<file path="config.mk">
export PLATFORM = sky130hd
export DESIGN_NAME = sr_latch_arbiter_flat
export DESIGN_NICKNAME = d
export VERILOG_FILES = /design/src/rtl/sr_latch_arbiter_if.sv /design/src/rtl/sr_latch_arbiter.sv /design/src/flat_wrapper.sv
export SDC_FILE = /design/constraint.sdc
export NUM_CORES = 1
export LEC_CHECK = 0
export CORE_MARGIN = 2
export CORE_UTILIZATION = 55
export CTS_BUF_LIST = sky130_fd_sc_hd__clkbuf_16
export DETAILED_ROUTE_END_ITERATION = 8
export PLACE_DENSITY = 0.84
export SLEW_MARGIN = 15
export SYNTH_ARGS = -nofsm -noshare
export SYNTH_HDL_FRONTEND = slang
export SYNTH_SLANG_ARGS = --single-unit
</file>
<file path="constraint.sdc">
create_clock -name clk -period 6 [get_ports clk]
set_clock_uncertainty 0.2 [all_clocks]
set_input_delay 0.9 -clock clk [delete_from_list [all_inputs] [get_ports clk]]
set_output_delay 0.9 -clock clk [all_outputs]
set_load 0.02 [all_outputs]
</file>
<file path="src/rtl/sr_latch_arbiter_if.sv">
// Request/latch-pin bundle for sr_latch_arbiter. The err_cnt signal exists only
// when SR_ERR_CNT_EN is defined.
interface sr_latch_arbiter_if #(
    parameter int NREQ = 4
);
    logic [NREQ-1:0] req_s;
    logic [NREQ-1:0] req_r;
    logic [NREQ-1:0] done;
    logic            err;
    logic            busy;
    logic            lat_s;
    logic            lat_r;
    logic            lat_en;
    logic            q_mirror;
`ifdef SR_ERR_CNT_EN
    logic [7:0]      err_cnt;

    modport master (
        output req_s, req_r,
        input  done, err, busy, lat_s, lat_r, lat_en, q_mirror, err_cnt
    );

    modport slave (
        input  req_s, req_r,
        output done, err, busy, lat_s, lat_r, lat_en, q_mirror, err_cnt
    );
`else
    modport master (
        output req_s, req_r,
        input  done, err, busy, lat_s, lat_r, lat_en, q_mirror
    );

    modport slave (
        input  req_s, req_r,
        output done, err, busy, lat_s, lat_r, lat_en, q_mirror
    );
`endif
endinterface

</file>
<file path="src/rtl/sr_latch_arbiter.sv">
// Round-robin arbiter driving one shared SR latch as setup -> enable pulse -> hold.
// Optional saturating error counter enabled by defining SR_ERR_CNT_EN.
module sr_latch_arbiter #(
    parameter int NREQ        = 4,
    parameter int HOLD_CYCLES = 2
) (
    input logic               clk,
    input logic               rst_n,
    sr_latch_arbiter_if.slave bus
);
    localparam int PW = (NREQ > 1) ? $clog2(NREQ) : 1;
    localparam int CW = (HOLD_CYCLES > 1) ? $clog2(HOLD_CYCLES + 1) : 1;

    typedef enum logic [2:0] {
        S_IDLE,
        S_SETUP,
        S_PULSE,
        S_HOLD,
        S_DONE
    } state_t;

    state_t          state, state_nx;
    logic [PW-1:0]   ptr;
    logic [PW-1:0]   win_q, win_sel, win_nx;
    logic            op_set_q, op_set_sel;
    logic            op_ill_q, op_ill_sel;
    logic [CW-1:0]   cnt;
    logic            cnt_last;
    logic            found;
    logic [NREQ-1:0] pend;
    logic            drive;

    logic [NREQ-1:0] done_nx, done_q;
    logic            err_nx, err_q;
    logic            busy_nx, busy_q;
    logic            lat_s_nx, lat_s_q;
    logic            lat_r_nx, lat_r_q;
    logic            lat_en_nx, lat_en_q;
    logic            q_mirror_q;

    function automatic logic [PW-1:0] next_ptr(input logic [PW-1:0] p);
        if (p == PW'(NREQ - 1)) return '0;
        return p + PW'(1);
    endfunction

`ifdef SR_ERR_CNT_EN
    logic [7:0] err_cnt_q;

    function automatic logic [7:0] sat_inc(input logic [7:0] v);
        if (v == 8'hFF) return v;
        return v + 8'd1;
    endfunction
`endif

    assign pend     = bus.req_s | bus.req_r;
    assign cnt_last = (cnt == CW'(HOLD_CYCLES - 1));

    // First pending requester at or after ptr, wrapping around.
    always_comb begin : scan
        int             idx;
        logic [PW-1:0]  cand;
        found  = 1'b0;
        win_nx = ptr;
        idx    = 0;
        cand   = '0;
        for (int k = 0; k < NREQ; k++) begin
            idx  = (int'(ptr) + k) % NREQ;
            cand = PW'(idx);
            if (!found && pend[cand]) begin
                found  = 1'b1;
                win_nx = cand;
            end
        end
    end

    always_comb begin : fsm_comb
        state_nx   = state;
        win_sel    = win_q;
        op_set_sel = op_set_q;
        op_ill_sel = op_ill_q;
        case (state)
            S_IDLE: begin
                if (found) begin
                    win_sel    = win_nx;
                    op_set_sel = bus.req_s[win_nx];
                    op_ill_sel = bus.req_s[win_nx] & bus.req_r[win_nx];
                    state_nx   = (bus.req_s[win_nx] & bus.req_r[win_nx]) ? S_DONE : S_SETUP;
                end
            end
            S_SETUP: state_nx = S_PULSE;
            S_PULSE: if (cnt_last) state_nx = S_HOLD;
            S_HOLD:  state_nx = S_DONE;
            S_DONE:  state_nx = S_IDLE;
            default: state_nx = S_IDLE;
        endcase

        // Pins are decoded from the next state and registered, so they never glitch.
        drive     = (state_nx == S_SETUP) || (state_nx == S_PULSE) || (state_nx == S_HOLD);
        lat_s_nx  = drive && op_set_sel;
        lat_r_nx  = drive && !op_set_sel;
        lat_en_nx = (state_nx == S_PULSE);
        busy_nx   = (state_nx != S_IDLE);
        done_nx   = '0;
        if (state_nx == S_DONE) done_nx[win_sel] = 1'b1;
        err_nx    = (state_nx == S_DONE) && op_ill_sel;
    end

    always_ff @(posedge clk or negedge rst_n) begin
        if (!rst_n) begin
            state      <= S_IDLE;
            ptr        <= '0;
            win_q      <= '0;
            op_set_q   <= 1'b0;
            op_ill_q   <= 1'b0;
            cnt        <= '0;
            q_mirror_q <= 1'b0;
            done_q     <= '0;
            err_q      <= 1'b0;
            busy_q     <= 1'b0;
            lat_s_q    <= 1'b0;
            lat_r_q    <= 1'b0;
            lat_en_q   <= 1'b0;
        end else begin
            state    <= state_nx;
            win_q    <= win_sel;
            op_set_q <= op_set_sel;
            op_ill_q <= op_ill_sel;
            cnt      <= (state == S_PULSE) ? cnt + CW'(1) : '0;
            if (state == S_PULSE && cnt_last) q_mirror_q <= op_set_q;
            if (state == S_DONE) ptr <= next_ptr(win_q);
            done_q   <= done_nx;
            err_q    <= err_nx;
            busy_q   <= busy_nx;
            lat_s_q  <= lat_s_nx;
            lat_r_q  <= lat_r_nx;
            lat_en_q <= lat_en_nx;
        end
    end

`ifdef SR_ERR_CNT_EN
    always_ff @(posedge clk or negedge rst_n) begin
        if (!rst_n)      err_cnt_q <= 8'h00;
        else if (err_nx) err_cnt_q <= sat_inc(err_cnt_q);
    end

    assign bus.err_cnt = err_cnt_q;
`endif

    assign bus.done     = done_q;
    assign bus.err      = err_q;
    assign bus.busy     = busy_q;
    assign bus.lat_s    = lat_s_q;
    assign bus.lat_r    = lat_r_q;
    assign bus.lat_en   = lat_en_q;
    assign bus.q_mirror = q_mirror_q;

endmodule

</file>
<file path="src/flat_wrapper.sv">
// flat-port wrapper written by rule: the top's interface ports become plain ports
module sr_latch_arbiter_flat 
#(
    parameter int NREQ        = 4,
    parameter int HOLD_CYCLES = 2
)
  (clk, rst_n, bus_req_s, bus_req_r, bus_done, bus_err, bus_busy, bus_lat_s, bus_lat_r, bus_lat_en, bus_q_mirror);
  sr_latch_arbiter_if #(.NREQ(NREQ)) bus_i ();
  input logic clk;
  input logic rst_n;
  input wire logic [$bits(bus_i.req_s)-1:0] bus_req_s;
  input wire logic [$bits(bus_i.req_r)-1:0] bus_req_r;
  output wire logic [$bits(bus_i.done)-1:0] bus_done;
  output wire logic [$bits(bus_i.err)-1:0] bus_err;
  output wire logic [$bits(bus_i.busy)-1:0] bus_busy;
  output wire logic [$bits(bus_i.lat_s)-1:0] bus_lat_s;
  output wire logic [$bits(bus_i.lat_r)-1:0] bus_lat_r;
  output wire logic [$bits(bus_i.lat_en)-1:0] bus_lat_en;
  output wire logic [$bits(bus_i.q_mirror)-1:0] bus_q_mirror;
  assign bus_i.req_s = bus_req_s;
  assign bus_i.req_r = bus_req_r;
  assign bus_done = bus_i.done;
  assign bus_err = bus_i.err;
  assign bus_busy = bus_i.busy;
  assign bus_lat_s = bus_i.lat_s;
  assign bus_lat_r = bus_i.lat_r;
  assign bus_lat_en = bus_i.lat_en;
  assign bus_q_mirror = bus_i.q_mirror;
  sr_latch_arbiter #(.NREQ(NREQ), .HOLD_CYCLES(HOLD_CYCLES)) u_core (.clk(clk), .rst_n(rst_n), .bus(bus_i));
endmodule
</file>
==> results of run 1 <==
## kinds of logic (layout without fill, tap and decap cells)
| kind of cell | after synthesis | count (layout) | share of synthesized area |
|---|---|---|---|
| AO/OA/AOI/OAI | 35 | 35 | 0.237 |
| AND/OR/NAND/NOR | 41 | 41 | 0.208 |
| buffers and inverters | 10 | 29 | 0.0349 |
| adder cells (fa/ha/maj) | 2 | 2 | 0.0212 |
| multiplexers | 5 | 5 | 0.0466 |
| XOR/XNOR | 1 | 1 | 0.00741 |
| flip-flops | 21 | 21 | 0.444 |
## worst reg2reg max path, delay by kind of cell, from the launching register on
kind / cells / cell delay [ns]
DFF: 1 / 0.68
AOI/OAI and AO/OA: 5 / 0.78
muxes: 1 / 0.44
and+or+nand+nor: 1 / 0.36
## power groups by stage
stage | Combinational (mW) | Sequential [mW] | Clock, mW
finish | 0.382 | 0.255 | 0.138
global route | 0.425 | 0.266 | 0.147
CTS | 0.382 | 0.256 | 0.141
detailed placement | 0.376 | 0.257 | 0
global placement | 0.365 | 0.254 | 0
floorplan | 0.258 | 0.264 | 0
## final cells by class
cell class	count	area share
Multi-Input combinational cell	84	0.420
Sequential cell	21	0.358
Timing Repair Buffer	19	0.130
Clock buffer	3	0.0512
Tap cell	27	0.0230
Inverter	6	0.0154
Clock inverter	1	0.00256
## metrics by stage
| stage | hold WS (ns) | power (mW) | util | instances | setup slack, ns |
|---|---|---|---|---|---|
| after floorplan | 0.209 | 0.522 | - | 115 | 3.24 |
| after global placement | 0.221 | 0.619 | 0.693 | 157 | 2.57 |
| after detailed placement | 0.226 | 0.633 | 0.693 | 157 | 2.48 |
| after CTS | 0.235 | 0.778 | 0.733 | 161 | 2.75 |
| after global routing | 0.274 | 0.837 | 0.733 | 161 | 2.53 |
| final | 0.236 | 0.775 | 0.733 | 161 | 2.73 |
## state kept, by name (all words and copies together) (netlist names), 2 cells and up
| register | flops |
|---|---|
| u_core.ptr | 2 |
| u_core.win_q | 2 |
| u_core.state | 3 |
| u_core.bus.done | 4 |
| u_core.cnt | 2 |
## per-layer routing
metal  vias to the layer above  global-route usage
met4                         0              0.0586
met1                       469               0.308
met2                        42               0.360
met5                         -                   0
li1                        453                   -
met3                         2              0.0446
## layout by cell type, fill, tap and decap left out, drive strengths merged, types with 4 or more instances in the layout
master         instances
clkdlybuf4s50         19
mux2                   4
nand2                  5
dfrtp                 21
nor2                  17
a21o                   4
inv                    7
o21ai                  8
## how the worst min path moves through the flow
| stage | endpoint | cells past startpoint |
|---|---|---|
| after floorplan | u_core.cnt[0] | 1 |
| after global placement | u_core.cnt[0] | 1 |
| after detailed placement | u_core.cnt[0] | 1 |
| after CTS | u_core.cnt[0] | 1 |
| after global routing | u_core.cnt[0] | 1 |
| final | u_core.cnt[0] | 1 |
==> impl_metrics.ini, run 1 <==
[status]
status = finished clean

[synth]
yosys.area.top_type_share = 0.444
ys_warn_count = 0
yosysSeqAreaShare = 0.444
synth_seq_cells = 21
synth_nets = 127
syn_inst = 115
yosysTopAreaCell = dfrtp_1
synth_cell_types = 46
avgSynthCellArea_um2 = 10.3
synth_common_cells = dfrtp_1, nor2_1, o21ai_0
synthFlopType = dfrtp_1
synth_most_common_cell = dfrtp_1
synthArstFlopShare = 1.00
synth_edf_count = 0
synth_area_leaders = dfrtp_1, nor2_1, mux2_2
synthesis.area_um2 = 1180

[worst_setup_path]
crit_fanout = 6
rrSetupSlack_ns = 3.43
cp.depth = 7
worstSetupEndpoint = u_core.bus.done[2]
reg2reg_from = u_core.ptr[1]
worstPathCellList = clkdlybuf4s50_1 > nor2_1 > o22ai_2 > a221oi_4 > mux2_2 > o31a_4 > nor3b_2
crit_required_ns = 5.97
critPathArrivalTime_ns = 3.24
timing.rr.end = u_core.bus.lat_s
cp_slowest_cell = clkdlybuf4s50_1
r2r_cells = 7
critPathCaptureType = flip-flop
critical_path.top_delay_family = compound AO/OA/AOI/OAI gates
crit_type = primary input to flip-flop
cp-start-kind = primary input
timing.critical_path.buf_inv = 1
critPathLaunch = bus_req_r[2]
max_stage_delay_ns = 0.54

[global_routing]
grt-ovfl-total = 0
grt_pass1_vias = 944
grt_pass1_wl_um = 4240
antenna_found_initial = 0
grt_max_degree = 22
grtUsageTotal = 0.223

[final_layout]
drive_above_1_share = 0.134
area_growth_pct = 24.0
final_cell_area_um2 = 1470
regArea_um2 = 526
fill_cells = 138
layout.nets = 147
multi_input_area_um2 = 616
antenna_cells = 0

[sta]
finalSetupTns_ns = 0
fmax_ghz = 0.305
period_minus_slack_ns = 3.27
slew_viol_final = 0
setup_viol = 0
hold_violations = 0
tightest_slew_ns = 0.895
rsz0062_at_grt = false
slew-limit-headroom = 0.401
fin_crit_sh = 0.546

[die]
die_h_um = 50.4
io_pins = 20
rows = 16
die-area_um2 = 2540
die_x_um = 50.4
initial_core_util = 0.591
core_region_area_um2 = 2000

[pwr]
ir_drop_uv = 405
p_switching_mw = 0.304
intPower_mw = 0.472
p_comb_frac = 0.493
leakagePower_nw = 0.650
power_switching_share = 0.392
p_per_area_nw_per_um2 = 529
p_clk_frac = 0.178
pwr-share-seq = 0.329

[clocking]
clock_path_buffers = 2
cts_tree = yes
clk_latency_ns = 0.25
clkSinkCount = 21
htreeDepth = 1
clockRootBuffer = clkbuf_16
cts_resized = 0
postCtsSetupRepairBufs = 0
clk_pin_slew_worst_paths_ns = 0.06
numCtsBuffers = 3
cts_hold_buf = 0

[routing]
wl_met1_um = 1040
wl_um = 2460
drtIter0Drc = 30
dr_wl_met3_um = 179
routed.top_layer = met4
vias = 966
drt_pass1_iterations = 4
wire_per_inst_um = 15.3
antenna_left = 0
drc = 0
met2_length_um = 1230
viasPerCell = 6.00

[job]
maxCapViolations = 0

[place]
place.gp.congestion = 0.915
place_area_um2 = 1390
dp_hpwl_um = 1730
port_buffers = 19

[worst_hold_path]
holdCritPathClass = flip-flop to flip-flop
min_from = u_core.cnt[0]
Note: power is estimated with default switching activity, not from simulation.
==> inputs of run 2 (changes only) <==
--- a/config.mk
+++ b/config.mk
@@ -6,10 +6,10 @@
 export NUM_CORES = 1
 export LEC_CHECK = 0
 export CORE_MARGIN = 2
-export CORE_UTILIZATION = 55
+export CORE_UTILIZATION = 46
 export CTS_BUF_LIST = sky130_fd_sc_hd__clkbuf_16
 export DETAILED_ROUTE_END_ITERATION = 8
-export PLACE_DENSITY = 0.84
+export PLACE_DENSITY = 0.75
 export SLEW_MARGIN = 15
 export SYNTH_ARGS = -nofsm -noshare
 export SYNTH_HDL_FRONTEND = slang
==> constraint.sdc (replaced) <==
create_clock -name clk -period 2.8 [get_ports clk]
set_clock_uncertainty 0.2 [all_clocks]
set_input_delay 0.42 -clock clk [delete_from_list [all_inputs] [get_ports clk]]
set_output_delay 0.42 -clock clk [all_outputs]
set_load 0.02 [all_outputs]
==> run 2 against run 1 <==
Compared with the run above:
- count of clock-buffer cells in the layout stayed put
- sequential cell count unchanged
- first-iteration DRC count fell by 17%
- die area is 18% higher
- worst setup slack worse by 2.6 ns
- sequential share of layout area shrank 2.2 points
- worst hold slack improved by 0.0029 ns
- register-to-register slack got worse by 3.0 ns
- largest power group unchanged
==> impl_metrics.ini, run 2 (same netlist as run 1, synthesis figures left out) <==
[status]
status = finished clean

[worst_hold_path]
holdCritPathClass = flip-flop to flip-flop
hold-path-endpoint = u_core.cnt[0]
min_from = u_core.cnt[0]
hold_path_depth = 1

[global_routing]
grt-ovfl-total = 0
grtUsageTotal = 0.184
grt_pass1_vias = 908
antenna_found_initial = 0
grt_max_degree = 22
grt_pass1_wl_um = 3880

[place]
place.gp.congestion = 0.729
port_buffers = 19
place_area_um2 = 1480
dp_hpwl_um = 1840
post-place-cells = 172

[job]
maxCapViolations = 0

[sta]
tightest_slew_ns = 0.531
slew-limit-headroom = 0.646
fmax_ghz = 0.372
finalSetupTns_ns = 0
setup_viol = 0
rsz0062_at_grt = false
slew_viol_final = 0
period_minus_slack_ns = 2.69
hold_violations = 0
fin_crit_sh = 0.961

[clocking]
cts_hold_buf = 0
htreeDepth = 1
clkSinkCount = 21
clock_path_buffers = 2
cts_tree = yes
numCtsBuffers = 3
postCtsSetupRepairBufs = 0
clockRootBuffer = clkbuf_16
clk_pin_slew_worst_paths_ns = 0.05
clk_latency_ns = 0.25
cts_resized = 0

[routing]
wire_per_inst_um = 13.6
vias = 944
viasPerCell = 5.36
drt_pass1_iterations = 4
drtIter0Drc = 25
antenna_left = 0
wl_um = 2390
drc = 0

[final_layout]
layout_common_cells = dfrtp_1, clkdlybuf4s50_1, nor2_1
area_growth_pct = 32.1
layout_commonest_cell = dfrtp_1
layout.nets = 159
fill_cells = 195
drive_above_1_share = 0.212
stdcell_count = 176
final_cell_area_um2 = 1560
antenna_cells = 0
utilization = 0.636
largest_register_ff_count = 4

[worst_setup_path]
critPathCaptureType = flip-flop
rrSetupSlack_ns = 0.42
crit_fanout = 5
reg2reg_from = u_core.ptr[1]
r2r_cells = 6
crit_required_ns = 2.77
cp-start-kind = primary input
crit_type = primary input to flip-flop
timing.rr.end = u_core.bus.done[1]
critPathArrivalTime_ns = 2.66

[die]
die_h_um = 54.7
core_region_area_um2 = 2450
initial_core_util = 0.482
die_x_um = 54.7
rows = 18
io_pins = 20
die-area_um2 = 2990

[pwr]
ir_drop_uv = 777
p_per_area_nw_per_um2 = 1090
leakagePower_nw = 0.707
[run 2: metal layers]
metal,global-route usage,wire [µm]
met1,0.227,1110
met2,0.313,1140
met3,0.0410,117
met4,0.0625,29
met5,0,0
[run 2: worst max-delay path by stage]
stage / end / start
3_5_place_dp: u_core.bus.done[1] / bus_req_r[2]
4_1_cts: u_core.bus.done[1] / bus_req_r[2]
5_1_grt: u_core.bus.done[1] / bus_req_r[2]
3_3_place_gp: u_core.bus.done[2] / bus_req_r[2]
6_report: u_core.bus.done[1] / bus_req_r[2]
2_1_floorplan: u_core.bus.done[1] / bus_req_r[2]
[run 2: worst max-delay path, cell delays in order]
cell and delay [ns]:
clkdlybuf4s50_1 0.51, nor4_4 0.37, o22ai_1 0.18, a221oi_4 0.27, mux2_2 0.38, o31a_4 0.37
nor3b_2 0.16
[run 2: power by group]
| group | switching (mW) | total, mW | internal [mW] | leakage [nW] |
|---|---|---|---|---|
| Clock | 0.0970 | 0.288 | 0.191 | 0.0409 |
| Combinational | 0.432 | 0.868 | 0.436 | 0.399 |
| Sequential | 0.108 | 0.543 | 0.435 | 0.267 |
[run 2: final cells by class]
type	count	area, µm²	area share
sequential	21	526	0.337
multi-input combinational	84	616	0.394
clock inverter	1	5.00	0.00321
inverter	6	22.5	0.0144
timing repair buffer	31	280	0.179
clock buffer	3	75.1	0.0481
tap	30	37.5	0.0240
[run 2: metrics by stage]
stage	setup WS, ns	hold slack (ns)	power (mW)
final	0.110	0.239	1.70
after global routing	0.0293	0.247	1.83
after CTS	0.102	0.242	1.72
after detailed placement	-0.149	0.235	1.42
after global placement	-0.0491	0.220	1.38
after floorplan	0.517	-0.0756	1.12
==> inputs of run 3 (changes only) <==
--- a/config.mk
+++ b/config.mk
@@ -5,6 +5,7 @@
 export SDC_FILE = /design/constraint.sdc
 export NUM_CORES = 1
 export LEC_CHECK = 0
+export CAP_MARGIN = 30
 export CORE_MARGIN = 2
 export CORE_UTILIZATION = 46
 export CTS_BUF_LIST = sky130_fd_sc_hd__clkbuf_16
==> results of run 3 <==
Same layout as run 2: the final DEF is identical, and so are final timing and power.
